<file path="config.mk">
export PLATFORM = sky130hd
export DESIGN_NAME = multi_cycle_controller
export DESIGN_NICKNAME = d
export VERILOG_FILES = /design/src/rtl/riscv_defines.sv /design/src/rtl/multi_cycle_controller.sv
export SDC_FILE = /design/constraint.sdc
export NUM_CORES = 1
export LEC_CHECK = 0
export ABC_AREA = 1
export CORE_UTILIZATION = 53
export CTS_BUF_LIST = sky130_fd_sc_hd__clkbuf_16
export DETAILED_ROUTE_END_ITERATION = 8
export GPL_ROUTABILITY_DRIVEN = 0
export PLACE_DENSITY = 0.91
export SLEW_MARGIN = 30
export SYNTH_ARGS = -nofsm -noshare
export SYNTH_HDL_FRONTEND = slang
export SYNTH_SLANG_ARGS = --single-unit
</file>
<file path="constraint.sdc">
create_clock -name clk -period 3.1 [get_ports clk]
set_input_delay 0.31 -clock clk [delete_from_list [all_inputs] [get_ports clk]]
set_output_delay 0.31 -clock clk [all_outputs]
set_load 0.1 [all_outputs]
</file>
<file path="src/rtl/riscv_defines.sv">
// Shared encodings for the multi-cycle RISC-V core: FSM states, opcodes and
// datapath select values driven by the main controller.
package riscv_defines;

    typedef enum logic [3:0] {
        S_FETCH    = 4'd0,
        S_DECODE   = 4'd1,
        S_MEMADR   = 4'd2,
        S_MEMREAD  = 4'd3,
        S_MEMWRITE = 4'd4,
        S_MEMWB    = 4'd5,
        S_EXECUTER = 4'd6,
        S_EXECUTEI = 4'd7,
        S_ALUWB    = 4'd8,
        S_BEQ      = 4'd9,
        S_JAL      = 4'd10,
        S_TRAP     = 4'd11
    } state_t;

    localparam logic [6:0] OP_LW  = 7'b0000011;
    localparam logic [6:0] OP_SW  = 7'b0100011;
    localparam logic [6:0] OP_R   = 7'b0110011;
    localparam logic [6:0] OP_I   = 7'b0010011;
    localparam logic [6:0] OP_BEQ = 7'b1100011;
    localparam logic [6:0] OP_JAL = 7'b1101111;

    localparam logic [1:0] SRC_A_PC    = 2'b00;
    localparam logic [1:0] SRC_A_OLDPC = 2'b01;
    localparam logic [1:0] SRC_A_RS1   = 2'b10;

    localparam logic [1:0] SRC_B_RS2  = 2'b00;
    localparam logic [1:0] SRC_B_IMM  = 2'b01;
    localparam logic [1:0] SRC_B_FOUR = 2'b10;

    localparam logic [1:0] RES_ALUOUT    = 2'b00;
    localparam logic [1:0] RES_RDATA     = 2'b01;
    localparam logic [1:0] RES_ALURESULT = 2'b10;

    localparam logic [1:0] ALUOP_ADD   = 2'b00;
    localparam logic [1:0] ALUOP_SUB   = 2'b01;
    localparam logic [1:0] ALUOP_FUNCT = 2'b10;

endpackage

</file>
<file path="src/rtl/multi_cycle_controller.sv">
// Main control FSM of the multi-cycle RISC-V core: sequences each instruction,
// drives all datapath selects/enables and counts retired instructions.
module multi_cycle_controller
    import riscv_defines::*;
#(
    parameter int CNT_WIDTH = 32
) (
    input  logic                 clk,
    input  logic                 reset,
    input  logic [6:0]           op,
    input  logic                 zero,
    input  logic                 mem_ready,
    output logic                 adr_src,
    output logic                 ir_write,
    output logic                 pc_write,
    output logic                 mem_write,
    output logic                 reg_write,
    output logic [1:0]           alu_src_a,
    output logic [1:0]           alu_src_b,
    output logic [1:0]           result_src,
    output logic [1:0]           alu_op,
    output logic                 instr_retired,
    output logic                 illegal_instr,
    output logic [CNT_WIDTH-1:0] instret
);

    state_t state, next_state;
    logic   pc_update;
    logic   branch;

    always_ff @(posedge clk) begin
        if (reset) begin
            state   <= S_FETCH;
            instret <= '0;
        end else begin
            state <= next_state;
            if (instr_retired) begin
                instret <= instret + CNT_WIDTH'(1);
            end
        end
    end

    assign pc_write = pc_update | (branch & zero);

    always_comb begin
        next_state    = state;
        adr_src       = 1'b0;
        ir_write      = 1'b0;
        pc_update     = 1'b0;
        branch        = 1'b0;
        mem_write     = 1'b0;
        reg_write     = 1'b0;
        alu_src_a     = SRC_A_PC;
        alu_src_b     = SRC_B_RS2;
        result_src    = RES_ALUOUT;
        alu_op        = ALUOP_ADD;
        instr_retired = 1'b0;
        illegal_instr = 1'b0;

        case (state)
            S_FETCH: begin
                alu_src_b  = SRC_B_FOUR;
                result_src = RES_ALURESULT;
                ir_write   = mem_ready;
                pc_update  = mem_ready;
                if (mem_ready) next_state = S_DECODE;
            end
            S_DECODE: begin
                // Branch target is precomputed here from old_pc + imm.
                alu_src_a = SRC_A_OLDPC;
                alu_src_b = SRC_B_IMM;
                case (op)
                    OP_LW, OP_SW: next_state = S_MEMADR;
                    OP_R:         next_state = S_EXECUTER;
                    OP_I:         next_state = S_EXECUTEI;
                    OP_BEQ:       next_state = S_BEQ;
                    OP_JAL:       next_state = S_JAL;
                    default:      next_state = S_TRAP;
                endcase
            end
            S_MEMADR: begin
                alu_src_a  = SRC_A_RS1;
                alu_src_b  = SRC_B_IMM;
                next_state = (op == OP_LW) ? S_MEMREAD : S_MEMWRITE;
            end
            S_MEMREAD: begin
                adr_src = 1'b1;
                if (mem_ready) next_state = S_MEMWB;
            end
            S_MEMWRITE: begin
                adr_src   = 1'b1;
                mem_write = mem_ready;
                if (mem_ready) begin
                    next_state    = S_FETCH;
                    instr_retired = 1'b1;
                end
            end
            S_MEMWB: begin
                result_src    = RES_RDATA;
                reg_write     = 1'b1;
                next_state    = S_FETCH;
                instr_retired = 1'b1;
            end
            S_EXECUTER: begin
                alu_src_a  = SRC_A_RS1;
                alu_op     = ALUOP_FUNCT;
                next_state = S_ALUWB;
            end
            S_EXECUTEI: begin
                alu_src_a  = SRC_A_RS1;
                alu_src_b  = SRC_B_IMM;
                alu_op     = ALUOP_FUNCT;
                next_state = S_ALUWB;
            end
            S_ALUWB: begin
                reg_write     = 1'b1;
                next_state    = S_FETCH;
                instr_retired = 1'b1;
            end
            S_BEQ: begin
                alu_src_a     = SRC_A_RS1;
                alu_op        = ALUOP_SUB;
                branch        = 1'b1;
                next_state    = S_FETCH;
                instr_retired = 1'b1;
            end
            S_JAL: begin
                // Jump target goes to pc now; ALUWB then writes the link value.
                alu_src_a  = SRC_A_OLDPC;
                alu_src_b  = SRC_B_FOUR;
                pc_update  = 1'b1;
                next_state = S_ALUWB;
            end
            S_TRAP: begin
                illegal_instr = 1'b1;
                next_state    = S_TRAP;
            end
            default: begin
                illegal_instr = 1'b1;
                next_state    = S_TRAP;
            end
        endcase
    end

endmodule

</file>
==> out/qor.yml <==
timing:
  slew_viol_final: 0
  hold_ws_ns: 0.484
  rsz0062_at_grt: "no"
  max_freq_ghz: 0.449
  worst_pin_slew_ns: 0.985
  fin_skew_ns: 0.00508
  slew_headroom_pct: 34.1
  setup_violations: 0
  fin_ws_ns: 0.873
  tns_ns: 0
  hold_viol: 0
  min_period_ns: 2.23
  fin_crit_sh_pct: 71.8
drt:
  ant_nets: 0
  drtIter0Drc: 241
  drc: 0
  drtPass1Iterations: 5
  wl_per_cell_um: 12.3
  totalWireLength_um: 6380
  routed_via_density: 5.33
  vias: 2774
floorplanning:
  die_w_um: 68.4
  core_area_um2: 4120
  rows: 23
  dieArea_um2: 4680
  start_util_pct: 56.8
  ioPinCount: 58
  die_y_um: 68.4
status:
  status: "completed"
setup_path:
  critPathLaunchType: "flop"
  cp_slowest_cell: "nand4_1"
  crit_fanout: 12
  worstSetupPathType: "reg2out"
  critPathMaxStageDelay_ns: 0.42
  crit_path_end_kind: "output port"
  cp_data_required_time_ns: 2.79
  arrival_ns: 1.92
  path_cells: "inv_1 > nor2_2 > nand2_1 > nand4_1 > buf_4"
logic_synthesis:
  seq_area_frac_synth_pct: 30.8
  syn_area_per_cell_um2: 5.71
  synthTopCellsByArea: "dfxtp_1 (31%), nand2_1 (23%), nor2_1 (13%)"
  yosys_warnings: 0
  synth-seq-cells: 36
  ys_types: 27
  synth_top_cell_by_area: "dfxtp_1"
  syn-cell-area_um2: 2340
  syn_inst: 409
  yosysTopAreaCellShare_pct: 30.8
  synth_nets: 421
global_routing:
  grt_pass1_vias: 2567
  grt_max_degree: 22
  grt_pass1_wl_um: 10700
  gr-usage-all-layers_pct: 30.4
  antenna_found_initial: 0
  grt_remaining_overflow: 0
worst_hold_path:
  hold_class: "reg2reg"
clock_tree:
  htreeDepth: 2
  numCtsBuffers: 5
  cts_hold_buffers: 0
  clk_pin_slew_ns: 0.06
  cts.repair.resized: 0
  cts_setup_buffers: 0
  cts_tree: "yes"
  clock_latency_ns: 0.28
  cts_sinks: 36
  cts-root-buf: "clkbuf_16"
  ctsLongestPathBuffers: 2
finish:
  fin_util_pct: 74.3
  drive_above_1_share_pct: 11.3
  finalInstanceArea_um2: 3060
  fin_cells: 520
  diodes: 0
  nets: 481
  area_growth_pct: 30.8
pwr:
  intPower_mw: 1.16
  p_leak_nw: 1.21
  comb_power_share_pct: 56.5
  clockPowerShare_pct: 22.4
  ir_worst_vdd_v: 0.00142
  p_sw_share_pct: 55.3
  total_power_mw: 2.59
  seq_power_share_pct: 21.2
  p_sw_mw: 1.43
  power.density_nw_per_um2: 848
placement:
  io_buffer_count: 57
  place_inst: 512
  dp_hpwl_um: 4610
  dp_worst_setup_slack_ns: 1.06
  place_area_um2: 2890
flow_run:
  maxCapViolations: 0
==> registers in the layout, summed over array words and instances (netlist names) <==
register  count
instret      32
state         4
==> cells in the final DEF (no fill, tap or decap), drive strengths merged <==
master	instances
dfxtp	36
nor3	9
xnor2	1
buf	28
nor2	90
ha	1
bufinv	1
nor3b	1
o211ai	1
a211oi	1
clkinvlp	1
nand2	142
clkdlybuf4s50	32
clkinv	1
a21oi	20
clkbuf	5
inv	52
o21ai	11
a31oi	1
nand3	27
xor2	2
nand3b	2
nand4	5
==> power by group through the flow <==
stage | Clock, mW | Combinational, mW | Sequential (mW)
3_5_place_dp | 0 | 1.45 | 0.554
2_1_floorplan | 0 | 1.11 | 0.633
4_1_cts | 0.580 | 1.45 | 0.547
6_report | 0.580 | 1.46 | 0.549
5_1_grt | 0.607 | 1.52 | 0.552
3_3_place_gp | 0 | 1.43 | 0.554
==> final timing paths <==
kind	start	depth (start not counted)	to	slack, ns
worst max-delay path	state[3]$_SDFFE_PP0P_	5	instr_retired	0.87
worst min-delay path	instret[4]$_SDFFE_PP0P_	2	instret[4]$_SDFFE_PP0P_	0.48
worst max register to register	state[3]$_SDFFE_PP0P_	8	instret[3]$_SDFFE_PP0P_	1.27
worst min register to register	instret[4]$_SDFFE_PP0P_	2	instret[4]$_SDFFE_PP0P_	0.48
==> logic make-up after synthesis <==
logic type                 Yosys count  share of synthesized area (%)
and+or+nand+nor                    276                           49.6
buffers and inverters               59                           10.3
DFF                                 36                           30.8
AOI/OAI and AO/OA                   34                           7.55
xor gates and xnor gates             3                           1.12
adders and majority gates            1                          0.535
==> critical path, delay by kind of cell, from the launching register on <==
kind,cells,cell delay (ns)
buffers and inverters,2,0.49
DFF,1,0.41
and+or+nand+nor,3,0.73
==> final cells by class <==
type / count / area (µm²)
multi-input cells: 314 / 1380
fillers: 348 / 1060
flip-flops and latches: 36 / 721
repair buffers: 60 / 531
inverters: 52 / 195
clock buffers: 5 / 125
well taps: 50 / 62.6
clock inverters: 3 / 42.5
==> cells in the mapped netlist <==
cell type,number
nand2_1,142
o21ai_1,1
xor2_1,2
buf_4,1
a21oi_1,20
nor2_4,3
inv_1,50
nor3_2,2
nand3_1,26
nor3b_1,1
clkbuf_1,3
dfxtp_1,36
a211oi_1,1
nor2_2,7
nand4_1,5
nand3_2,1
nand3b_1,2
nor2_1,80
buf_2,1
xnor2_1,1
a31oi_1,1
nor3_1,7
buf_6,2
ha_1,1
inv_2,2
o21ai_0,10
o211ai_1,1
==> routing by layer <==
metal | vias to the layer above | global-route usage (%) | wire length (µm)
li1 | 1394 | - | -
met2 | 137 | 51.5 | 2920
met3 | 24 | 7.17 | 504
met5 | - | 0 | 0
met1 | 1219 | 36.3 | 2770
met4 | 0 | 13.0 | 191
Power figures use the tool's default switching activity.
